--- config.mk ---
export PLATFORM = sky130hd
export DESIGN_NAME = alu_result_buffer
export DESIGN_NICKNAME = d
export VERILOG_FILES = /design/src/rtl/alu_pkg.sv /design/src/rtl/alu_rb_mem.sv /design/src/rtl/alu_result_buffer.sv
export SDC_FILE = /design/constraint.sdc
export NUM_CORES = 1
export LEC_CHECK = 0
export BUFFER_PORTS_ARGS = -buffer_cell sky130_fd_sc_hd__buf_2
export CORE_MARGIN = 2
export CORE_UTILIZATION = 59
export DETAILED_ROUTE_END_ITERATION = 7
export GPL_TIMING_DRIVEN = 0
export PLACE_DENSITY_LB_ADDON = 0.05
export SYNTH_ARGS = -nofsm -noshare
export SYNTH_HDL_FRONTEND = slang
export SYNTH_SLANG_ARGS = --single-unit
--- constraint.sdc ---
create_clock -name clk -period 3.85 [get_ports clk]
set_input_delay 0.5775 -clock clk [delete_from_list [all_inputs] [get_ports clk]]
set_output_delay 0.5775 -clock clk [all_outputs]
set_load 0.01 [all_outputs]
--- src/rtl/alu_pkg.sv ---
// Shared ALU definitions: data width, result record and opcode encodings.
package alu_pkg;

   localparam int unsigned ALU_DATA_W = 8;

   typedef struct packed {
      logic                  cout;
      logic                  zero;
      logic [ALU_DATA_W-1:0] y;
   } alu_result_t;

   typedef enum logic [3:0] {
      ALU_ADD = 4'b0000,
      ALU_SUB = 4'b0001,
      ALU_AND = 4'b0010,
      ALU_OR  = 4'b0011,
      ALU_XOR = 4'b0101,
      ALU_NOT = 4'b0110,
      ALU_INC = 4'b0111
   } alu_op_e;

endpackage

--- src/rtl/alu_rb_mem.sv ---
// Result-buffer storage: one synchronous write port, one asynchronous read port.
module alu_rb_mem
   import alu_pkg::*;
#(
   parameter int unsigned W     = $bits(alu_result_t),
   parameter int unsigned DEPTH = 4,
   parameter int unsigned AW    = $clog2(DEPTH)
) (
   input  logic          clk,
   input  logic          i_we,
   input  logic [AW-1:0] i_waddr,
   input  logic [W-1:0]  i_wdata,
   input  logic [AW-1:0] i_raddr,
   output logic [W-1:0]  o_rdata
);

   logic [W-1:0] r_mem [DEPTH];

   always_ff @(posedge clk) begin
      if (i_we) r_mem[i_waddr] <= i_wdata;
   end

   assign o_rdata = r_mem[i_raddr];

endmodule

--- src/rtl/alu_result_buffer.sv ---
// Show-ahead valid/ready FIFO for ALU results {cout, zero, y}.
// Optional sticky flag outputs are built when ALU_RB_STICKY_FLAGS_EN is defined.
module alu_result_buffer
   import alu_pkg::*;
#(
   parameter int unsigned DATA_W = ALU_DATA_W,
   parameter int unsigned DEPTH  = 4
) (
   input  logic                     clk,
   input  logic                     rst_n,
   input  logic                     in_valid,
   input  logic [DATA_W-1:0]        in_y,
   input  logic                     in_cout,
   input  logic                     in_zero,
   output logic                     in_ready,
   output logic                     out_valid,
   input  logic                     out_ready,
   output logic [DATA_W-1:0]        out_y,
   output logic                     out_cout,
   output logic                     out_zero,
`ifdef ALU_RB_STICKY_FLAGS_EN
   input  logic                     sticky_clr,
   output logic                     sticky_cout,
   output logic                     sticky_zero,
`endif
   output logic [$clog2(DEPTH):0]   count
);

   localparam int unsigned AW = $clog2(DEPTH);
   localparam int unsigned CW = AW + 1;
   localparam int unsigned EW = DATA_W + 2;

   logic [AW-1:0] r_wr_ptr;
   logic [AW-1:0] r_rd_ptr;
   logic [CW-1:0] r_count;
   logic          w_push;
   logic          w_pop;
   logic [EW-1:0] w_rd_entry;

   // in_ready looks only at count, so a full buffer never accepts even on a pop cycle.
   assign in_ready  = (r_count != CW'(DEPTH));
   assign out_valid = (r_count != '0);
   assign w_push    = in_valid & in_ready;
   assign w_pop     = out_valid & out_ready;
   assign count     = r_count;

   always_ff @(posedge clk or negedge rst_n) begin
      if (!rst_n) begin
         r_wr_ptr <= '0;
         r_rd_ptr <= '0;
         r_count  <= '0;
      end else begin
         if (w_push) r_wr_ptr <= r_wr_ptr + AW'(1);
         if (w_pop)  r_rd_ptr <= r_rd_ptr + AW'(1);
         case ({w_push, w_pop})
            2'b10:   r_count <= r_count + CW'(1);
            2'b01:   r_count <= r_count - CW'(1);
            default: r_count <= r_count;
         endcase
      end
   end

   alu_rb_mem #(
      .W     (EW),
      .DEPTH (DEPTH),
      .AW    (AW)
   ) u_mem (
      .clk     (clk),
      .i_we    (w_push),
      .i_waddr (r_wr_ptr),
      .i_wdata ({in_cout, in_zero, in_y}),
      .i_raddr (r_rd_ptr),
      .o_rdata (w_rd_entry)
   );

   assign out_y    = out_valid ? w_rd_entry[DATA_W-1:0] : '0;
   assign out_zero = out_valid ? w_rd_entry[DATA_W]     : 1'b0;
   assign out_cout = out_valid ? w_rd_entry[DATA_W+1]   : 1'b0;

`ifdef ALU_RB_STICKY_FLAGS_EN
   logic r_sticky_cout;
   logic r_sticky_zero;

   // Per-flag: a setting push overrides a same-cycle clear.
   always_ff @(posedge clk or negedge rst_n) begin
      if (!rst_n) begin
         r_sticky_cout <= 1'b0;
         r_sticky_zero <= 1'b0;
      end else begin
         if (w_push && in_cout) r_sticky_cout <= 1'b1;
         else if (sticky_clr)   r_sticky_cout <= 1'b0;
         if (w_push && in_zero) r_sticky_zero <= 1'b1;
         else if (sticky_clr)   r_sticky_zero <= 1'b0;
      end
   end

   assign sticky_cout = r_sticky_cout;
   assign sticky_zero = r_sticky_zero;
`endif

endmodule

# [Word level (Yosys, flattened, before mapping)]
# Memory sizes are Yosys's and may differ from the RTL's.
# Cells that the tools add are included.
[op_classes] n_addsub=4 n_mul=0 div=0 n_lt_le_gt_ge=0 n_eq_ne=3 n_shift=0 n_mux=6 bitwise=2 n_reduce_logical=2
[ops] cell="$mux W8" count=1
[ops] cell="$pmux W3 S2" count=1
[ops] cell="$add A2 B1 Y2 const B" count=2
[ops] cell="$mux W1" count=4
[ops] cell="$add A3 B1 Y3 const B" count=1
[ops] cell="$ne A3 B3 Y1 const B" count=1
[ops] cell="$reduce_bool A3 Y1" count=1
[ops] cell="$sub A3 B1 Y3 const B" count=1
[ops] cell="$and A1 B1 Y1" count=2
[ops] cell="$eq A2 B1 Y1 const B" count=1
[ops] cell="$eq A2 B2 Y1 const B" count=1
[ops] cell="$reduce_bool A2 Y1" count=1
[word_totals] register_bits=7 latchBits=0 ram_bits=40 romBits=0 input_bits=14 out_inout_bits=15 wordCells=21 n_memories=1
[memory_table] name="u_mem.r_mem" words=4 width=10 rd=1 rd_clocked_by_memory_dff=0 write_ports=1 line_no="alu_rb_mem.sv:17" source="logic [W-1:0] r_mem [DEPTH];"

# [Depth between registers and ports, before layout]
[logic_depth] ltp_word=4 ltp_mapped=9 mapped_depth_nobuf=9

# [Cells and area by module]
# From an unflattened synthesis, not the netlist that was laid out.
[hier_totals] hier_cells=95 area_unflattened_um2=1894.3
[modules_own_cells] mod="alu_rb_mem" n_inst=1 cells_each=56 area_each_um2=1473.9 seq_area_each_um2=1201.2
[modules_own_cells] mod="alu_result_buffer" n_inst=1 cells_each=39 area_each_um2=420.4 seq_area_each_um2=175.2

# [Worst setup path before layout]
# Ideal clock, no wire load.
[synth_path] path_kind="reg2reg" startpoint="reg r_count[0], in the netlist count[0]" endpoint="reg r_count[2], in the netlist count[2]" setup_time_ps=79 arrival_time_ps=2061 t_required_ps=3771 path_slack_ps=1710 stages_incl_launch_ff=10 n_path_buf=0 period_less_slack_ps=2140 cell_sequence="dfrtp_1 -> or3b_4 -> and2_4 -> inv_1 -> ha_1 -> inv_1 -> fa_1 -> xor2_1 -> nor2_1 -> xor2_1"
[synth_between] elab_chain_cells=4 elab_cells_between_ends=10 cone_classes="add/sub: 2; eq/ne: 3; mux: 1; bitwise: 2; reduce/logical: 2"
[synth_rtl] element="start: declaration" line_no="alu_result_buffer.sv:35" source="logic [CW-1:0] r_count;"
[synth_rtl] element="start signal: assignment" line_no="alu_result_buffer.sv:56" source="2'b10: r_count <= r_count + CW'(1);"
[synth_rtl] element="start signal: assignment" line_no="alu_result_buffer.sv:57" source="2'b01: r_count <= r_count - CW'(1);"
[synth_rtl] element="start signal: assignment" line_no="alu_result_buffer.sv:58" source="default: r_count <= r_count;"
[synth_rtl] element="$ne A3 B3 Y1 *" line_no="alu_result_buffer.sv:41" source="assign in_ready = (r_count != CW'(DEPTH));"
[synth_rtl] element="net in_ready" line_no="alu_result_buffer.sv:15" source="output logic in_ready,"
[synth_rtl] element="$and A1 B1 Y1 *" line_no="alu_result_buffer.sv:43" source="assign w_push = in_valid & in_ready;"
[synth_rtl] element="$eq A2 B1 Y1 or $eq A2 B2 Y1 (tied branches)" line_no="alu_result_buffer.sv:55" source="case ({w_push, w_pop})"
[synth_rtl] element="$pmux W3 S2 or $reduce_bool A2 Y1 (tied branches)"
# The timed path passes the listed nets; every way through them passes the cells marked *.
# A chain may end at the register's enable or synchronous reset.

# [Worst setup path in the final report]
[layout_path] startpoint="reg r_rd_ptr[0]" endpoint="out out_y[3]"
[layout_between] elab_chain_cells=2
[layout_rtl] element="start: declaration" line_no="alu_result_buffer.sv:34" source="logic [AW-1:0] r_rd_ptr;"
[layout_rtl] element="start signal: assignment" line_no="alu_result_buffer.sv:54" source="if (w_pop) r_rd_ptr <= r_rd_ptr + AW'(1);"
[layout_rtl] element="$mem_v2 Z4 W10"
[layout_rtl] element="$mux W8" line_no="alu_result_buffer.sv:76" source="assign out_y = out_valid ? w_rd_entry[DATA_W-1:0] : '0;"
[layout_rtl] element="end: declaration" line_no="alu_result_buffer.sv:18" source="output logic [DATA_W-1:0] out_y,"
# No other way between the ends.

==> summary.txt <==
Routing
  – Final WL: 2.95 mm
  – Vias per cell: 5.36
  – Total number of vias: 970
  – Drt wl/cell: 16.3 microns
  – # DRC: 0
  – Number of detailed-route iterations in the first pass: 4
  – Detailed Route Iter0 Violations: 16
  – Post-DRT Antenna Nets: 0

Layout
  – Final net count: 156
  – Layout area overhead: 13.2%
  – Ratio of cells with drive above 1 in the final layout: 35.8%
  – Sequential cell area: 1380 sq um
  – Area of the multi-input gates: 513 sq um
  – Fillcell total: 219
  – Diode count: 0

STA
  – RSZ-0062 raised after global routing: false
  – Max_slew headroom: 62.5%
  – Setup violators final: 0
  – Fmax: 0.411 GHz
  – Setup Skew: 0.0103 ns
  – Final setup margin: 1.41 ns
  – Slew Limit Fails: 0
  – Actual slew at the worst max-slew pin: 0.563 ns
  – Final setup TNS: 0 ns
  – Minimum clock period: 2.44 ns
  – Final hold vios: 0
  – Final cycle utilization of the critical path: 63.3%

CTS
  – Cts hold-fix bufs: 0
  – CTS tree: built
  – Clk_lat worst skew: 0.35 ns
  – H-tree depth: 2
  – CTS sink cnt: 47
  – CTS Root Cell: clkbuf_4
  – # Post-CTS Setup Buffers: 0
  – Clock Path Buffers: 2
  – CTS clk-pin slew, worst paths: 0.12 ns
  – Post_cts resized: 0
  – CTS buffer count: 5

Setup path
  – Setup crit start: r_rd_ptr[0]
  – CP top delay family: multiplexers
  – FF-to-FF End: count[2]
  – Worst R2R Path Depth: 9
  – Crit end category: output port
  – Crit-path max FO: 10
  – Worst reg2reg path startpoint: count[0]
  – CP bufs+invs: 2
  – Crit-path cells: buf_4 -> mux4_2 -> and2_1 -> buf_2
  – Startpoint types: flop
  – Max incr delay on CP: 0.51 ns
  – Critical Path RT: 3.27 ns
  – Reg-to-reg slack, setup: 1.63 ns
  – Crit path kind: reg -> out
  – Worst EP arrival: 1.86 ns
  – Slowest-stage cell, CP: mux4_2

Place
  – Final HPWL DP: 2.06 mm
  – DP Worst Slack: 1.63 ns
  – I/O Buffers: 28
  – GP Congestion: 0.699

Power and ir drop
  – Clock Power Share: 14.0%
  – Reg power frac: 46.1%
  – Maximum VDD drop: 0.431 mV
  – Total power density per cell area: 740 nW/um^2
  – Psw: 517 uW
  – Power share of the combinational group: 39.9%
  – Sw Share: 32.0%
  – Leak pwr: 0.000833 uW
  – Internal: 1100 uW

Synthesis
  – Mapped Cells: 101
  – Syn_area_per_cell: 19.1 sq um
  – Synthesized area: 1930 sq um
  – Mapped Nets: 121
  – Yosys warns: 0
  – Yosys reg bits: 47
  – Synth unique cells: 21
  – Seq/Total Area, Yosys: 71.4%

Global routing
  – Largest net degree at the start of global routing: 14
  – Overflow after GRT: 0
  – Vias in the first global route: 944
  – Global-route wire length before repair: 4.49 mm
  – Initial antenna violation count: 0
  – GRT Overall Usage: 18.3%

Floorplan
  – Row Count: 20
  – Die ar.: 3740 sq um
  – Chip Height: 61.2 microns
  – Starting Density: 62.6%
  – Core Area: 3080 sq um
  – I/O pin count: 29
  – DIE WIDTH: 61.2 microns

Min path
  – Worst hold path type: in -> async

Outcome
  – Status: finished clean

Run
  – Max Cap Viol: 0
-- cell families (layout without fill, tap and decap cells) --
logic type | Yosys count | in the layout | synth area share (%)
fa+ha+maj | 6 | 6 | 4.28
mux | 11 | 11 | 12.5
buf+inv | 9 | 45 | 2.01
simple gates | 21 | 21 | 6.88
flops | 47 | 47 | 71.4
compound gates | 1 | 1 | 0.259
xor+xnor | 6 | 6 | 2.73
-- stage by stage --
stage | hold slack (ns) | cells | util [%] | power, uW | area, sq um
4_1_cts | 0.0176 | 181 | 70.9 | 1640 | 2180
3_3_place_gp | 0.416 | 173 | 69.0 | 1390 | 2120
6_report | 0.0319 | 181 | 70.9 | 1610 | 2180
3_5_place_dp | 0.418 | 173 | 69.0 | 1420 | 2120
5_1_grt | 0.0142 | 181 | 70.9 | 1720 | 2180
2_1_floorplan | 0.282 | 101 | - | 1200 | 1930
-- per-layer routing --
layer,track usage [%],routed length [microns]
met4,7.45,51
met1,21.4,1200
met5,0,0
met3,6.30,141
met2,31.2,1560
-- registers in the layout, summed over array words and instances, names as in the netlist --
register     cells
u_mem.r_mem     40
r_wr_ptr         2
r_rd_ptr         2
count            3
-- cell type report --
cell class | count | area share (%)
Tap cell | 44 | 2.52
Sequential cell | 47 | 63.1
Timing Repair Buffer | 28 | 6.42
Inverter | 6 | 1.03
Buffer | 3 | 0.745
Clock inverter | 1 | 0.172
Clock buffer | 7 | 2.52
Multi-Input combinational cell | 45 | 23.5
-- worst max-delay path by stage --
stage / to / slack (ns) / depth (start not counted)
CTS: out_y[4] / 1.37 / 4
detailed placement: count[2] / 1.63 / 9
global route: out_y[4] / 1.29 / 4
finish: out_y[3] / 1.41 / 4
floorplan: count[2] / 1.71 / 9
global placement: count[2] / 1.69 / 9
-- power groups by stage --
stage	registers (uW)	logic [uW]	clock network, uW
after floorplan	747	453	0
after CTS	746	661	235
after detailed placement	757	660	0
after global routing	758	711	253
final	744	644	226
after global placement	749	641	0
-- Yosys cell counts --
master	n	area, sq um
and2_1	11	68.8
and2_4	1	8.76
and3_1	4	25.0
buf_2	1	5.00
buf_4	1	7.51
clkbuf_1	1	3.75
dfrtp_1	7	175
edfxtp_1	40	1200
fa_1	1	20.0
ha_1	5	62.6
inv_1	6	22.5
mux2_4	1	15.0
mux4_2	10	225
nand2_1	1	3.75
nand3_1	1	5.00
nor2_1	1	3.75
o21ai_0	1	5.00
or3_1	1	6.26
or3b_4	1	11.3
xnor2_1	3	26.3
xor2_1	3	26.3
-- layout by cell type, fill, tap and decap left out, types with 2 or more instances in the layout --
master,synthesis,routed
and3_1,4,4
inv_1,6,6
xor2_1,3,3
and2_1,11,11
clkbuf_1,1,2
ha_1,5,5
xnor2_1,3,3
buf_2,1,29
clkbuf_4,0,5
edfxtp_1,40,40
mux4_2,10,10
dfrtp_1,7,7
Power figures use the tool's default switching activity.
